[src/rtl/timer_pkg.sv]
// Shared definitions for the system-bus timer: register offsets, mode encoding
// and bus widths.
package timer_pkg;

    localparam int unsigned BUS_W  = 32;
    localparam int unsigned ADDR_W = 32;

    typedef enum logic [1:0] {
        OFF     = 2'd0,
        NTIMES  = 2'd1,
        FOREVER = 2'd2
    } timer_mode_e;

    localparam logic [ADDR_W-1:0] ADDR_SYSTEM_COUNTER = 32'h0000_0000;
    localparam logic [ADDR_W-1:0] ADDR_DELAY          = 32'h0000_0004;
    localparam logic [ADDR_W-1:0] ADDR_MODE           = 32'h0000_0008;
    localparam logic [ADDR_W-1:0] ADDR_REPEAT_COUNTER = 32'h0000_000C;
    localparam logic [ADDR_W-1:0] ADDR_RESET          = 32'h0000_0024;

    localparam logic [BUS_W-1:0] RESET_CMD = 32'd1;

    // The unused encoding 3 collapses to OFF.
    function automatic timer_mode_e decode_mode(input logic [1:0] raw);
        timer_mode_e mode;
        case (raw)
            2'd1:    mode = NTIMES;
            2'd2:    mode = FOREVER;
            default: mode = OFF;
        endcase
        return mode;
    endfunction

endpackage

[src/rtl/timer_sb_ctrl.sv]
// Memory-mapped timer: free-running cycle counter plus a periodic / N-shot
// countdown raising a sticky level interrupt. Single-beat bus, 1-cycle latency.
module timer_sb_ctrl
    import timer_pkg::*;
#(
    parameter int unsigned DELAY_WIDTH = 32
) (
    input  logic              sys_clk_i,
    input  logic              sys_areset_n_i,
    input  logic              req_i,
    input  logic              write_enable_i,
    input  logic [ADDR_W-1:0] addr_i,
    input  logic [BUS_W-1:0]  write_data_i,
    output logic [BUS_W-1:0]  read_data_o,
    output logic              ready_o,
    output logic              interrupt_request_o,
    input  logic              interrupt_return_i
);

    logic [BUS_W-1:0]       system_counter_q, system_counter_d;
    logic [DELAY_WIDTH-1:0] delay_q, delay_d;
    logic [DELAY_WIDTH-1:0] period_cnt_q, period_cnt_d;
    timer_mode_e            mode_q, mode_d;
    logic [BUS_W-1:0]       repeat_counter_q, repeat_counter_d;
    logic                   irq_q, irq_d;
    logic [BUS_W-1:0]       read_data_d;
    logic                   ready_d;

    logic wr_c;
    logic rd_c;
    logic timer_active_c;
    logic count_en_c;
    logic expire_c;

    assign wr_c = req_i & write_enable_i;
    assign rd_c = req_i & ~write_enable_i;

    // An NTIMES timer with no repeats left is parked, not counting.
    assign timer_active_c = (mode_q == FOREVER) ||
                            ((mode_q == NTIMES) && (repeat_counter_q != '0));
    assign count_en_c     = timer_active_c && (delay_q != '0);
    assign expire_c       = count_en_c && (period_cnt_q == (delay_q - DELAY_WIDTH'(1)));

    // Next-state: countdown first, then bus writes override, reset command last.
    always_comb begin
        system_counter_d = system_counter_q + BUS_W'(1);
        delay_d          = delay_q;
        period_cnt_d     = period_cnt_q;
        mode_d           = mode_q;
        repeat_counter_d = repeat_counter_q;
        irq_d            = irq_q & ~interrupt_return_i;
        read_data_d      = '0;
        ready_d          = req_i;

        if (expire_c) begin
            period_cnt_d = '0;
            irq_d        = 1'b1;
            if (mode_q == NTIMES) begin
                repeat_counter_d = repeat_counter_q - BUS_W'(1);
                if (repeat_counter_q == BUS_W'(1)) begin
                    mode_d = OFF;
                end
            end
        end else if (count_en_c) begin
            period_cnt_d = period_cnt_q + DELAY_WIDTH'(1);
        end

        if ((mode_q == NTIMES) && (repeat_counter_q == '0)) begin
            mode_d = OFF;
        end

        if (wr_c) begin
            case (addr_i)
                ADDR_DELAY: begin
                    delay_d      = DELAY_WIDTH'(write_data_i);
                    period_cnt_d = '0;
                end
                ADDR_MODE: begin
                    mode_d       = decode_mode(write_data_i[1:0]);
                    period_cnt_d = '0;
                end
                ADDR_REPEAT_COUNTER: begin
                    repeat_counter_d = write_data_i;
                end
                ADDR_RESET: begin
                    if ((write_data_i & RESET_CMD) != '0) begin
                        system_counter_d = '0;
                        delay_d          = '0;
                        period_cnt_d     = '0;
                        mode_d           = OFF;
                        repeat_counter_d = '0;
                        irq_d            = 1'b0;
                    end
                end
                default: ;
            endcase
        end

        if (rd_c) begin
            case (addr_i)
                ADDR_SYSTEM_COUNTER: read_data_d = system_counter_q;
                ADDR_DELAY:          read_data_d = BUS_W'(delay_q);
                ADDR_MODE:           read_data_d = BUS_W'(mode_q);
                ADDR_REPEAT_COUNTER: read_data_d = repeat_counter_q;
                default:             read_data_d = '0;
            endcase
        end
    end

    always_ff @(posedge sys_clk_i or negedge sys_areset_n_i) begin
        if (!sys_areset_n_i) begin
            system_counter_q <= '0;
            delay_q          <= '0;
            period_cnt_q     <= '0;
            mode_q           <= OFF;
            repeat_counter_q <= '0;
            irq_q            <= 1'b0;
            read_data_o      <= '0;
            ready_o          <= 1'b0;
        end else begin
            system_counter_q <= system_counter_d;
            delay_q          <= delay_d;
            period_cnt_q     <= period_cnt_d;
            mode_q           <= mode_d;
            repeat_counter_q <= repeat_counter_d;
            irq_q            <= irq_d;
            read_data_o      <= read_data_d;
            ready_o          <= ready_d;
        end
    end

    assign interrupt_request_o = irq_q;

endmodule

[config.mk]
export PLATFORM = sky130hd
export DESIGN_NAME = timer_sb_ctrl
export DESIGN_NICKNAME = d
export VERILOG_FILES = /design/src/rtl/timer_pkg.sv /design/src/rtl/timer_sb_ctrl.sv
export SDC_FILE = /design/constraint.sdc
export NUM_CORES = 1
export LEC_CHECK = 0
export CORE_UTILIZATION = 45
export CTS_CLUSTER_DIAMETER = 150
export DETAILED_ROUTE_END_ITERATION = 10
export GPL_TIMING_DRIVEN = 0
export MAX_ROUTING_LAYER = met4
export PLACE_DENSITY = 0.66
export SLEW_MARGIN = 20
export SYNTH_ARGS = -nofsm -noshare
export SYNTH_HDL_FRONTEND = slang
export SYNTH_SLANG_ARGS = --single-unit
[constraint.sdc]
create_clock -name sys_clk_i -period 6.6 [get_ports sys_clk_i]
set_input_delay 1.32 -clock sys_clk_i [delete_from_list [all_inputs] [get_ports sys_clk_i]]
set_output_delay 1.32 -clock sys_clk_i [all_outputs]
set_load 0.05 [all_outputs]
==> results of run 1 <==
[cells in the mapped netlist, types with 3 or more instances]
master / count
nand4b_1: 5
o211ai_1: 3
xnor2_1: 36
a22o_1: 10
mux2i_1: 6
and4_1: 4
nor3_1: 28
o21ai_0: 49
and2_1: 4
nor2b_1: 5
nor4_2: 4
buf_2: 9
nor2_1: 125
and3_1: 15
o211a_1: 4
o2111ai_1: 3
and3b_1: 3
nor4_1: 28
mux2_2: 5
a32oi_1: 10
nand2b_1: 3
or4_1: 13
a211oi_1: 4
o31ai_1: 6
dfrtp_1: 164
or3_1: 25
ha_1: 6
or4_4: 3
buf_1: 6
xor2_1: 60
a31oi_1: 3
a21o_1: 7
nand3b_1: 19
nor4b_1: 4
clkbuf_1: 56
nand2_1: 129
inv_1: 19
nand3_1: 60
buf_6: 3
a222oi_1: 31
nand4_1: 20
or2_2: 8
a21oi_1: 21
[critical path: stages, from the launching register on]
cell,delay (ns)
dfrtp_1,0.36
clkbuf_1,0.22
inv_1,0.14
ha_1,0.22
nor3b_1,0.46
nand4_1,0.32
clkbuf_1,0.30
o31ai_1,0.28
nand4_1,0.15
nor4b_2,0.30
o2111ai_1,0.32
buf_2,0.33
nor3_4,0.40
a21oi_1,0.13
a211o_1,0.29
[cells by family (layout without fill, tap and decap cells)]
family                   count (synthesis)  after routing  share of synthesized area
AO/OA/AOI/OAI                          173            173                      0.133
buffers and inverters                   93            229                     0.0404
adder cells (fa/ha/maj)                  6              6                    0.00793
flip-flops                             164            164                      0.433
XOR/XNOR                                96             96                     0.0888
AND/OR/NAND/NOR                        518            518                      0.284
multiplexers                            11             11                     0.0123
[path summary, 6_finish.rpt]
path                       depth (start not counted)                start             endpoint
max                                               14           delay_q[0]  repeat_counter_q[8]
min                                                1  system_counter_q[0]  system_counter_q[0]
max reg2reg                                       14           delay_q[0]  repeat_counter_q[8]
min reg2reg                                        1  system_counter_q[0]  system_counter_q[0]
max in group asynchronous                          3       sys_areset_n_i  repeat_counter_q[1]
min in group asynchronous                          1       sys_areset_n_i     period_cnt_q[24]
[power by group]
part | leakage, nW | internal [mW] | total [mW] | switching [mW]
Combinational | 2.62 | 0.0431 | 0.0854 | 0.0423
Sequential | 2.26 | 1.00 | 1.00 | 0.000209
Clock | 0.290 | 0.508 | 0.993 | 0.485
[routing by layer]
metal  GRT usage  wire length (um)  vias to the layer above
met5           -                 0                        -
met4       0.102               682                        0
met3      0.0602              2020                       48
met2       0.416             12800                      323
met1       0.377             12400                     4081
li1            -                 -                     4090
[metrics by stage]
| step | cell area [um2] | TNS [ns] |
|---|---|---|
| finish | 11500 | 0 |
| global route | 11500 | 0 |
| CTS | 11500 | 0 |
| detailed placement | 10900 | 0 |
| global placement | 10800 | -437.89 |
| floorplan | 9470 | 0 |
[final cells by class]
type | instances | area, um2 | share of cell area
Timing Repair Buffer | 104 | 1080 | 0.0942
Clock buffer | 17 | 425 | 0.0371
Tap cell | 270 | 338 | 0.0294
Buffer | 74 | 312 | 0.0271
Clock inverter | 15 | 158 | 0.0137
Sequential cell | 164 | 4100 | 0.358
Multi-Input combinational cell | 804 | 4990 | 0.435
Inverter | 19 | 71.3 | 0.00621
[state kept, by name (all words and copies together) (netlist names)]
| name | count |
|---|---|
| ready_o | 1 |
| delay_q | 32 |
| period_cnt_q | 32 |
| interrupt_request_o | 1 |
| mode_q | 2 |
| system_counter_q | 32 |
| repeat_counter_q | 32 |
| read_data_o | 32 |
==> impl_metrics.yaml, run 1 <==
run_status:
  outcome: "finished clean"
floorplan:
  dieArea_um2: 21600
  ios: 103
  fp.dieW_um: 147
  die_h_um: 147
  row_count: 52
  initial_core_util: 0.464
  coreArea_um2: 20400
detailed_routing:
  antenna_left: 0
  drc_errors: 0
  vias: 8542
  via_per_inst: 5.82
  routedWlPerCell_um: 19.0
  drtPass1Iterations: 5
  routed_wl_mm: 27.9
  drtIter0Drc: 706
clocking:
  cts_resized: 0
  clockBufferDepth: 2
  root_buffer: "clkbuf_16"
  clk_pin_slew_worst_paths_ns: 0.07
  cts_setup_buffers: 0
  clk_latency_ns: 0.44
  cts.sinks: 164
  htreeDepth: 4
  cts_tree: "done"
  cts_made_buffers: 17
  hold_buffers: 0
logic_synthesis:
  synth_edf_count: 0
  synth_top_area_cell: "dfrtp_1"
  syn_avg_cell_area_um2: 8.93
  yosysWarnings: 0
  synth-seq-cells: 164
  synthTopCellsByArea: "dfrtp_1 43%, xor2_1 5.5%, nand2_1 5.1%, nor2_1 5.0%, xnor2_1 3.3%"
  yosysTopAreaCellShare: 0.433
  synth-async-reset-ratio: 1.00
  synthFlopType: "dfrtp_1"
  synth_area_um2: 9470
  synth_cells: 1061
  synth-seq-area-share: 0.433
  synthDistinctLibCells: 70
  syn-num-nets: 1136
global_routing:
  grt_remaining_overflow: 0
  grt_pass1_vias: 8239
  antenna_found_initial: 0
  grt_pass1_wl_mm: 45.1
  grt_max_degree: 74
  grt.total_usage: 0.280
sta:
  max_freq_ghz: 0.230
  worstMarginPinSlew_ns: 0.820
  drv_slew: 0
  fin_crit_sh: 0.659
  rsz0062_at_grt: "false"
  setup_viol: 0
  hold_ws_ns: 0.522
  fin_ws_ns: 2.25
  skew_ns: 0.00871
  hold_viol_final: 0
  slew_headroom: 0.449
  finalCriticalPeriod_ns: 4.35
setup_path:
  worstPathArrival_ns: 4.68
  critical_path.max_fanout: 10
  cp-end-kind: "flip-flop"
  regToRegSetupSlack_ns: 2.25
  crit_path_start_kind: "flip-flop"
  required_ns: 6.92
  critical_path_class: "flip-flop to flip-flop"
placed_design:
  placedCellCount: 1435
  portBuffers: 102
  place_hpwl_mm: 21.2
  gp_congestion: 0.932
  pre_cts_ws_ns: 2.00
power:
  vdd_drop_max_mv: 0.161
  powerDensity_nw_per_um2: 181
  p_leak_nw: 5.18
  total_power_mw: 2.08
cells_and_area:
  post-route-util: 0.562
  antenna_cells: 0
  nFillCells: 1899
  drive_above_1_share: 0.0635
  fin_cells: 1467
  area_growth_pct: 21.2
  nNetsFinal: 1259
  final_cell_mix: "164 x dfrtp_1, 129 x nand2_1, 125 x nor2_1"
  final_common_cell: "dfrtp_1"
min_path:
  worstHoldPathType: "flip-flop to flip-flop"
flow_run:
  drv_cap: 0
Note: power is estimated with default switching activity, not from simulation.
==> inputs of run 2 (changes only) <==
clock period = 4.3 ns   (was 6.6 ns; I/O delays follow)
==> impl_metrics.yaml, run 2 (synthesis results as in run 1) <==
floorplan:
  coreArea_um2: 20400
  initial_core_util: 0.464
  dieArea_um2: 21600
  die_h_um: 147
  row_count: 52
  ios: 103
  fp.dieW_um: 147
placed_design:
  gp_congestion: 0.932
  portBuffers: 102
  placedCellCount: 1435
  place_hpwl_mm: 21.2
power:
  p_int_mw: 2.39
  comb_power_share: 0.041
  switching_share: 0.253
  vdd_drop_max_mv: 0.246
  netSwitchingPower_mw: 0.807
  p_clk_frac: 0.476
  powerDensity_nw_per_um2: 276
  p_leak_nw: 5.22
  seqPwrFrac: 0.483
clocking:
  clk_pin_slew_worst_paths_ns: 0.07
  clockBufferDepth: 2
  root_buffer: "clkbuf_16"
  clk_latency_ns: 0.44
  htreeDepth: 4
  cts_made_buffers: 17
  cts_tree: "done"
  cts.sinks: 164
flow_run:
  drv_cap: 0
min_path:
  worstHoldPathType: "input port to asynchronous set/reset pin"
setup_path:
  critical_path.max_fanout: 10
  worstPathArrival_ns: 4.38
  required_ns: 4.62
  r2r.worst_path.cells: 15
  r2r-end: "period_cnt_q[10]"
  crit_path_start_kind: "flip-flop"
  regToRegSetupSlack_ns: 0.24
  cp-end-kind: "flip-flop"
  critical_path_class: "flip-flop to flip-flop"
  r2r_start: "delay_q[0]"
global_routing:
  antenna_found_initial: 0
  grt.total_usage: 0.280
  grt_pass1_vias: 8239
  grt_remaining_overflow: 0
  grt_max_degree: 74
  grt_pass1_wl_mm: 45.1
detailed_routing:
  drtPass1Iterations: 6
  via_per_inst: 5.85
  routedWlPerCell_um: 19.0
  vias: 8595
  routed_wl_mm: 27.9
  drtIter0Drc: 718
  drc_errors: 0
  antenna_left: 0
cells_and_area:
  drive_above_1_share: 0.0708
  nNetsFinal: 1262
  antenna_cells: 0
  final_cell_mix: "164 x dfrtp_1, 129 x nand2_1, 125 x nor2_1"
  post-route-util: 0.566
  fin_cells: 1470
  final_common_cell: "dfrtp_1"
  area_growth_pct: 22.1
sta:
  finalCriticalPeriod_ns: 4.06
  drv_slew: 0
  hold_viol_final: 0
  max_freq_ghz: 0.246
  worstMarginPinSlew_ns: 0.840
  fin_crit_sh: 0.944
  setup_viol: 0
  slew_headroom: 0.439
  skew_ns: 0.00881
run_status:
  outcome: "finished clean"
[run 2: cell count changes in the layout (fill, tap and decap cells not counted), moves of 2 or more]
| cell | previous run | this run |
|---|---|---|
| buf_4 | 0 | 4 |
| nor4_4 | 2 | 5 |
| clkbuf_1 | 56 | 54 |
| nor4_2 | 4 | 1 |
[run 2: through the flow]
stage	cell area, um2	setup slack (ns)	TNS, ns	power (mW)	hold slack [ns]
after detailed placement	10900	0.0958	0	1.70	0.512
after CTS	11500	0.0577	0	3.22	0.256
after floorplan	9470	0.785	0	1.59	0.475
after global placement	10800	-4.53	-739.65	1.70	0.513
after global routing	11600	-0.00944	-0.00944	3.30	0.263
final	11600	0.240	0	3.19	0.258
[run 2: critical path, cell delays in order, from the launching register on]
cell and delay, ns:
dfrtp_1 0.36, clkbuf_1 0.23, inv_1 0.15, ha_1 0.22
or3b_1 0.35, clkbuf_1 0.17, nor3_1 0.18, or4bb_1 0.42
a21oi_1 0.23, o2111ai_1 0.16, or4_4 0.55, or2_1 0.25
buf_2 0.20, nand3_2 0.17, buf_2 0.24, nor2_1 0.07
[run 2: area by class of cell]
| type | instances | area (um2) |
|---|---|---|
| plain buffers | 73 | 312 |
| clock buffers | 17 | 425 |
| clock inverters | 15 | 158 |
| fillers | 1891 | 8870 |
| inverters | 19 | 71.3 |
| multi-input cells | 804 | 5040 |
| flip-flops and latches | 164 | 4100 |
| well taps | 270 | 338 |
| repair buffers | 108 | 1110 |
[run 2: worst max-delay path by stage]
stage,from,to,slack (ns),depth (start not counted)
3_3_place_gp,sys_areset_n_i,system_counter_q[6],-4.53,1
3_5_place_dp,delay_q[0],period_cnt_q[27],0.1,15
6_report,delay_q[0],period_cnt_q[10],0.24,15
5_1_grt,delay_q[0],repeat_counter_q[12],-0.009,15
2_1_floorplan,delay_q[0],repeat_counter_q[6],0.78,14
4_1_cts,delay_q[0],repeat_counter_q[8],0.06,14
[run 2: layer usage]
| layer | routed length, um | up-vias | share of wire | GRT usage |
|---|---|---|---|---|
| met4 | 689 | 0 | 0.025 | 0.102 |
| met2 | 12800 | 319 | 0.46 | 0.416 |
| li1 | - | 4096 | - | - |
| met1 | 12500 | 4133 | 0.45 | 0.377 |
| met3 | 1890 | 47 | 0.068 | 0.0602 |
| met5 | 0 | - | 0 | - |
[run 2: what timing repair did]
| action | 4_1_cts | 5_1_grt |
|---|---|---|
| setup endpoints to repair | 0 | 64 |
| hold buffers | 0 | 0 |
| buffers inserted | 0 | 4 |
| gates resized for setup | 0 | 11 |
[run 2: power groups by stage]
stage,sequential [mW],clock [mW],combinational [mW]
after floorplan,1.57,0,0.0115
after global placement,1.57,0,0.126
after detailed placement,1.57,0,0.133
after CTS,1.54,1.54,0.133
after global routing,1.54,1.61,0.144
final,1.54,1.52,0.131
